File: src/rtl/change_dispenser.sv
// -----------------------------------------------------------------------------
// change_dispenser
//   Pays out a change amount through the coin hopper, one coin per handshake.
//   Denominations are chosen greedily (20c, then 10c, then 5c). Any residue
//   below 5c cannot be paid and is flagged with short_pay when the payout ends.
//   If the hopper does not confirm a coin within TIMEOUT_CYC cycles, the block
//   parks in a fault state until clear_fault is asserted.
//
// Parameters
//   TIMEOUT_CYC  cycles allowed from an eject pulse to coin_ack
//   AMT_W        width of the change amount and the remaining counter
//
// Ports
//   clk          system clock, rising edge
//   reset_n      asynchronous active-low reset
//   change_valid payout request, sampled only while idle
//   change_amt   amount to pay out, cents
//   hopper_ready hopper can accept an eject command
//   coin_ack     one-cycle pulse, hopper saw the ejected coin leave
//   clear_fault  leave the fault state and return to idle
//   eject_20/10/5 one-cycle eject command for one coin of that value
//   busy         high whenever not idle
//   done         one-cycle pulse at the end of a payout
//   short_pay    qualifies done: a residue of 1..4c was left unpaid
//   error        high while in the fault state
//   remaining    change still owed (registered)
// -----------------------------------------------------------------------------
module change_dispenser #(
  parameter int TIMEOUT_CYC = 1000,
  parameter int AMT_W       = 8
) (
  input  logic             clk,
  input  logic             reset_n,
  input  logic             change_valid,
  input  logic [AMT_W-1:0] change_amt,
  input  logic             hopper_ready,
  input  logic             coin_ack,
  input  logic             clear_fault,
  output logic             eject_20,
  output logic             eject_10,
  output logic             eject_5,
  output logic             busy,
  output logic             done,
  output logic             short_pay,
  output logic             error,
  output logic [AMT_W-1:0] remaining
);

  // The timer only has to reach TIMEOUT_CYC-1.
  localparam int TMR_W = (TIMEOUT_CYC > 1) ? $clog2(TIMEOUT_CYC) : 1;
  localparam logic [TMR_W-1:0] TMR_LAST = TMR_W'(TIMEOUT_CYC - 1);

  typedef enum logic [2:0] {
    S_IDLE,
    S_SELECT,
    S_EJECT,
    S_WAIT_ACK,
    S_DONE,
    S_FAULT
  } state_t;

  typedef enum logic [1:0] {
    C_NONE,
    C_20,
    C_10,
    C_5
  } coin_t;

  state_t           state, state_next;
  coin_t            coin, coin_next;
  logic [AMT_W-1:0] remaining_q, remaining_next;
  logic [TMR_W-1:0] timer, timer_next;

  // Greedy pick from the current amount owed. A coin is only ever picked when
  // remaining covers it, so the later subtraction cannot underflow.
  coin_t            pick;
  logic [AMT_W-1:0] coin_value;

  always_comb begin
    if (remaining_q >= AMT_W'(20))      pick = C_20;
    else if (remaining_q >= AMT_W'(10)) pick = C_10;
    else if (remaining_q >= AMT_W'(5))  pick = C_5;
    else                                pick = C_NONE;
  end

  always_comb begin
    case (coin)
      C_20:    coin_value = AMT_W'(20);
      C_10:    coin_value = AMT_W'(10);
      C_5:     coin_value = AMT_W'(5);
      default: coin_value = '0;
    endcase
  end

  always_ff @(posedge clk or negedge reset_n) begin
    if (!reset_n) begin
      state       <= S_IDLE;
      coin        <= C_NONE;
      remaining_q <= '0;
      timer       <= '0;
    end else begin
      state       <= state_next;
      coin        <= coin_next;
      remaining_q <= remaining_next;
      timer       <= timer_next;
    end
  end

  always_comb begin
    state_next     = state;
    coin_next      = coin;
    remaining_next = remaining_q;
    timer_next     = timer;

    case (state)
      S_IDLE: begin
        if (change_valid) begin
          remaining_next = change_amt;
          state_next     = S_SELECT;
        end
      end

      S_SELECT: begin
        // Waiting on hopper_ready is not subject to the ack timeout.
        if (pick == C_NONE) begin
          state_next = S_DONE;
        end else if (hopper_ready) begin
          coin_next  = pick;
          state_next = S_EJECT;
        end
      end

      S_EJECT: begin
        timer_next = '0;
        state_next = S_WAIT_ACK;
      end

      S_WAIT_ACK: begin
        // An ack arriving on the last allowed cycle still counts.
        if (coin_ack) begin
          remaining_next = remaining_q - coin_value;
          state_next     = S_SELECT;
        end else if (timer == TMR_LAST) begin
          state_next = S_FAULT;
        end else begin
          timer_next = timer + TMR_W'(1);
        end
      end

      S_DONE: begin
        state_next = S_IDLE;
      end

      S_FAULT: begin
        if (clear_fault) state_next = S_IDLE;
      end

      default: begin
        state_next = S_IDLE;
      end
    endcase
  end

  // All outputs decode registered state only.
  assign eject_20  = (state == S_EJECT) && (coin == C_20);
  assign eject_10  = (state == S_EJECT) && (coin == C_10);
  assign eject_5   = (state == S_EJECT) && (coin == C_5);
  assign busy      = (state != S_IDLE);
  assign done      = (state == S_DONE);
  assign short_pay = (state == S_DONE) && (remaining_q != '0);
  assign error     = (state == S_FAULT);
  assign remaining = remaining_q;

endmodule

File: config.mk
export PLATFORM = sky130hd
export DESIGN_NAME = change_dispenser
export DESIGN_NICKNAME = d
export VERILOG_FILES = /design/src/rtl/change_dispenser.sv
export SDC_FILE = /design/constraint.sdc
export NUM_CORES = 1
export LEC_CHECK = 0
export BUFFER_PORTS_ARGS = -buffer_cell sky130_fd_sc_hd__buf_2
export CORE_MARGIN = 4
export CORE_UTILIZATION = 44
export CTS_CLUSTER_SIZE = 40
export DETAILED_ROUTE_END_ITERATION = 7
export GPL_TIMING_DRIVEN = 0
export PLACE_DENSITY = 0.66
export RECOVER_POWER = 100
export SYNTH_ARGS = -nofsm -noshare
export SYNTH_HDL_FRONTEND = slang
export SYNTH_SLANG_ARGS = --single-unit
export TNS_END_PERCENT = 10
File: constraint.sdc
create_clock -name clk -period 2 [get_ports clk]
set_input_delay 0.4 -clock clk [delete_from_list [all_inputs] [get_ports clk]]
set_output_delay 0.4 -clock clk [all_outputs]
set_load 0.1 [all_outputs]
==> run summary <==
first-pass GRT wire length: 6630 µm
number of global-route vias before repair: 1396
Final Hold Viols: 0
clock skew: 0.004529 ns
Ys Warns: 0
Total GRT Usage: 18.80%
max_cap viols: 0
Post-Route WL: 3884 µm
commonest non-fill, non-tap cell in the layout: nor2_1
Finished Cell Area: 2004 µm²
clk root buf: clkbuf_4
Distinct cells, synth: 47
DIE WIDTH: 67.76 µm
final setup margin: -0.09610 ns
period utilization: 104.8%
pins over their slew limit: 0
IO Pins: 29
Synth Flop Type: dfrtp_1
min cycle time layout: 2.096 ns
DR pass1 iterations: 4
Initial Util: 46.36%
sequential fraction of the synthesis area: 36.62%
DRC: 0
DRT iter0 DRCs: 81
ys async rst share: 100.0%
# port buffers: 28
CP startpoint kind: flop
Antenna Cells: 0
Max Root-Sink Buffers: 2
synth top area cells: dfrtp_1 37%, nor2_1 5.3%, ha_1 4.8%
Max-slew headroom: 15.69%
vias per inst: 5.523
RSZ-0062 raised after global routing: true
Synth Net Count: 199
num rows: 21
fillers: 314
violated checks: negative setup slack
die footprint: 4591 µm²
H-tree level count: 1
hpwl dp: 2798 µm
fmax: 477.1 MHz
clock-pin slew on the worst setup and hold paths: 0.14 ns
CP max FO: 2
final core occ: 59.14%
Remaining Overflow, GRT: 0
worst-skew pair later-pin latency: 0.32 ns
Setup TNS: -0.2308 ns
EDFF count, synth: 0
slew of the pin with the lowest slew margin: 1.265 ns
status: finished, violations left
hold_buf cts: 0
number of synthesized register bits: 23
Post-Synthesis Mean Instance Area: 8.829 µm²
largest net degree at the start of global routing: 24
Final setup viols: 6
Yosys top cell area share: 36.62%
WP data arrival: 1.70 ns
Mapped Cells: 178
multi-input logic area: 1018 µm²
pre-CTS setup slack: -0.2205 ns
Clock Sinks: 23
die height: 67.76 µm
TritonCTS clock tree: yes
Core Area: 3390 µm²
sequential cell area: 581.8 µm²
Setup CP Type: flop to output port
WL per Instance: 14.82 µm
fin nets: 238
gp weighted congestion: 0.8492
area leader, netlist: dfrtp_1
kind of path behind the tightest hold check: input port to flop
dpl cell area: 1810 µm²
via count: 1447
cts bufs inserted: 3
Cell Area, Synth: 1572 µm²
initial antenna violation count: 0
ANT nets after route: 0
layout cells sized above 1: 31.02%
Setup crit end kind: output port
commonest non-fill, non-tap cells in the layout: 22 x nor2_1, 18 x dfrtp_1, 14 x nand2_1
WP data required: 1.60 ns
Area Overhead vs Synth: 27.55%
flip-flops by register name, summed over array words and instances, names as in the netlist:
signal	flops
remaining	8
coin	2
state	3
timer	10
timing repair:
item | CTS | global route
pin swaps | 3 | 3
cloned | 0 | 0
gates resized for setup | 24 | 19
endpoints found under the setup margin | 10 | 16
setup buffers | 4 | 2
cell type report:
class | instances | area share, %
multi-input combinational | 142 | 50.81
sequential | 23 | 29.03
timing repair buffer | 34 | 12.67
tap | 46 | 2.871
buffer | 5 | 1.748
inverter | 8 | 1.498
clock buffer | 3 | 1.124
clock inverter | 1 | 0.2497
Yosys cell counts (3+ instances only):
cell      number
nor3_1         8
dfrtp_1       23
nand2b_1       4
a21oi_1       13
and2_1         4
a211oi_1       3
a31oi_1        3
nand3_1        4
nand2_1       15
o21ai_0       10
clkbuf_1       3
ha_1           6
nor2_1        22
xor2_1         5
nor2b_1        4
xnor2_1        3
inv_1          8
a21o_1         4
o31ai_1        3
kinds of logic (layout without fill, tap and decap cells):
| group | after synthesis | count (layout) | synth area share (%) |
|---|---|---|---|
| AND/OR/NAND/NOR | 75 | 75 | 24.52 |
| AO/OA/AOI/OAI | 50 | 50 | 23.33 |
| XOR/XNOR | 8 | 8 | 4.459 |
| flip-flops | 23 | 23 | 36.62 |
| buffers and inverters | 13 | 51 | 3.662 |
| multiplexers | 2 | 2 | 1.353 |
| adder cells (fa/ha/maj) | 7 | 7 | 6.051 |
stage by stage:
stage               hold WS [ns]  cells
floorplan                 0.1044    178
global placement          0.4147    252
detailed placement        0.4097    252
CTS                      0.05371    260
global route              0.2984    262
finish                    0.3112    262
routing by layer:
metal,routed length (µm),track usage [%],vias to the layer above
met4,14,3.038,0
met1,1924,27.61,699
met5,0,0,-
met3,154,2.329,2
li1,-,-,717
met2,1791,29.77,29
final timing paths:
check                                    startpoint                       end  slack, ns  cells past startpoint
max in group asynchronous                   reset_n  remaining[4]$_DFFE_PN0P_       0.86                      1
setup reg to reg           remaining[6]$_DFFE_PN0P_       coin[1]$_DFFE_PN0P_      -0.05                      5
hold / removal                        change_amt[7]  remaining[7]$_DFFE_PN0P_       0.31                      2
setup / recovery           remaining[6]$_DFFE_PN0P_                 short_pay       -0.1                      3
min in group asynchronous                   reset_n  remaining[7]$_DFFE_PN0P_       0.32                      1
hold reg to reg                timer[9]$_DFFE_PN0P_      timer[9]$_DFFE_PN0P_       0.58                      2
critical path, cell delays in order (launching register included):
cell	delay [ns]
dfrtp_1	0.41
or3_4	0.42
o41a_4	0.37
buf_12	0.17
Power is left out: the tool's default activity adds up to more than one toggle a clock period on the data nets, which glitch-free logic cannot reach.
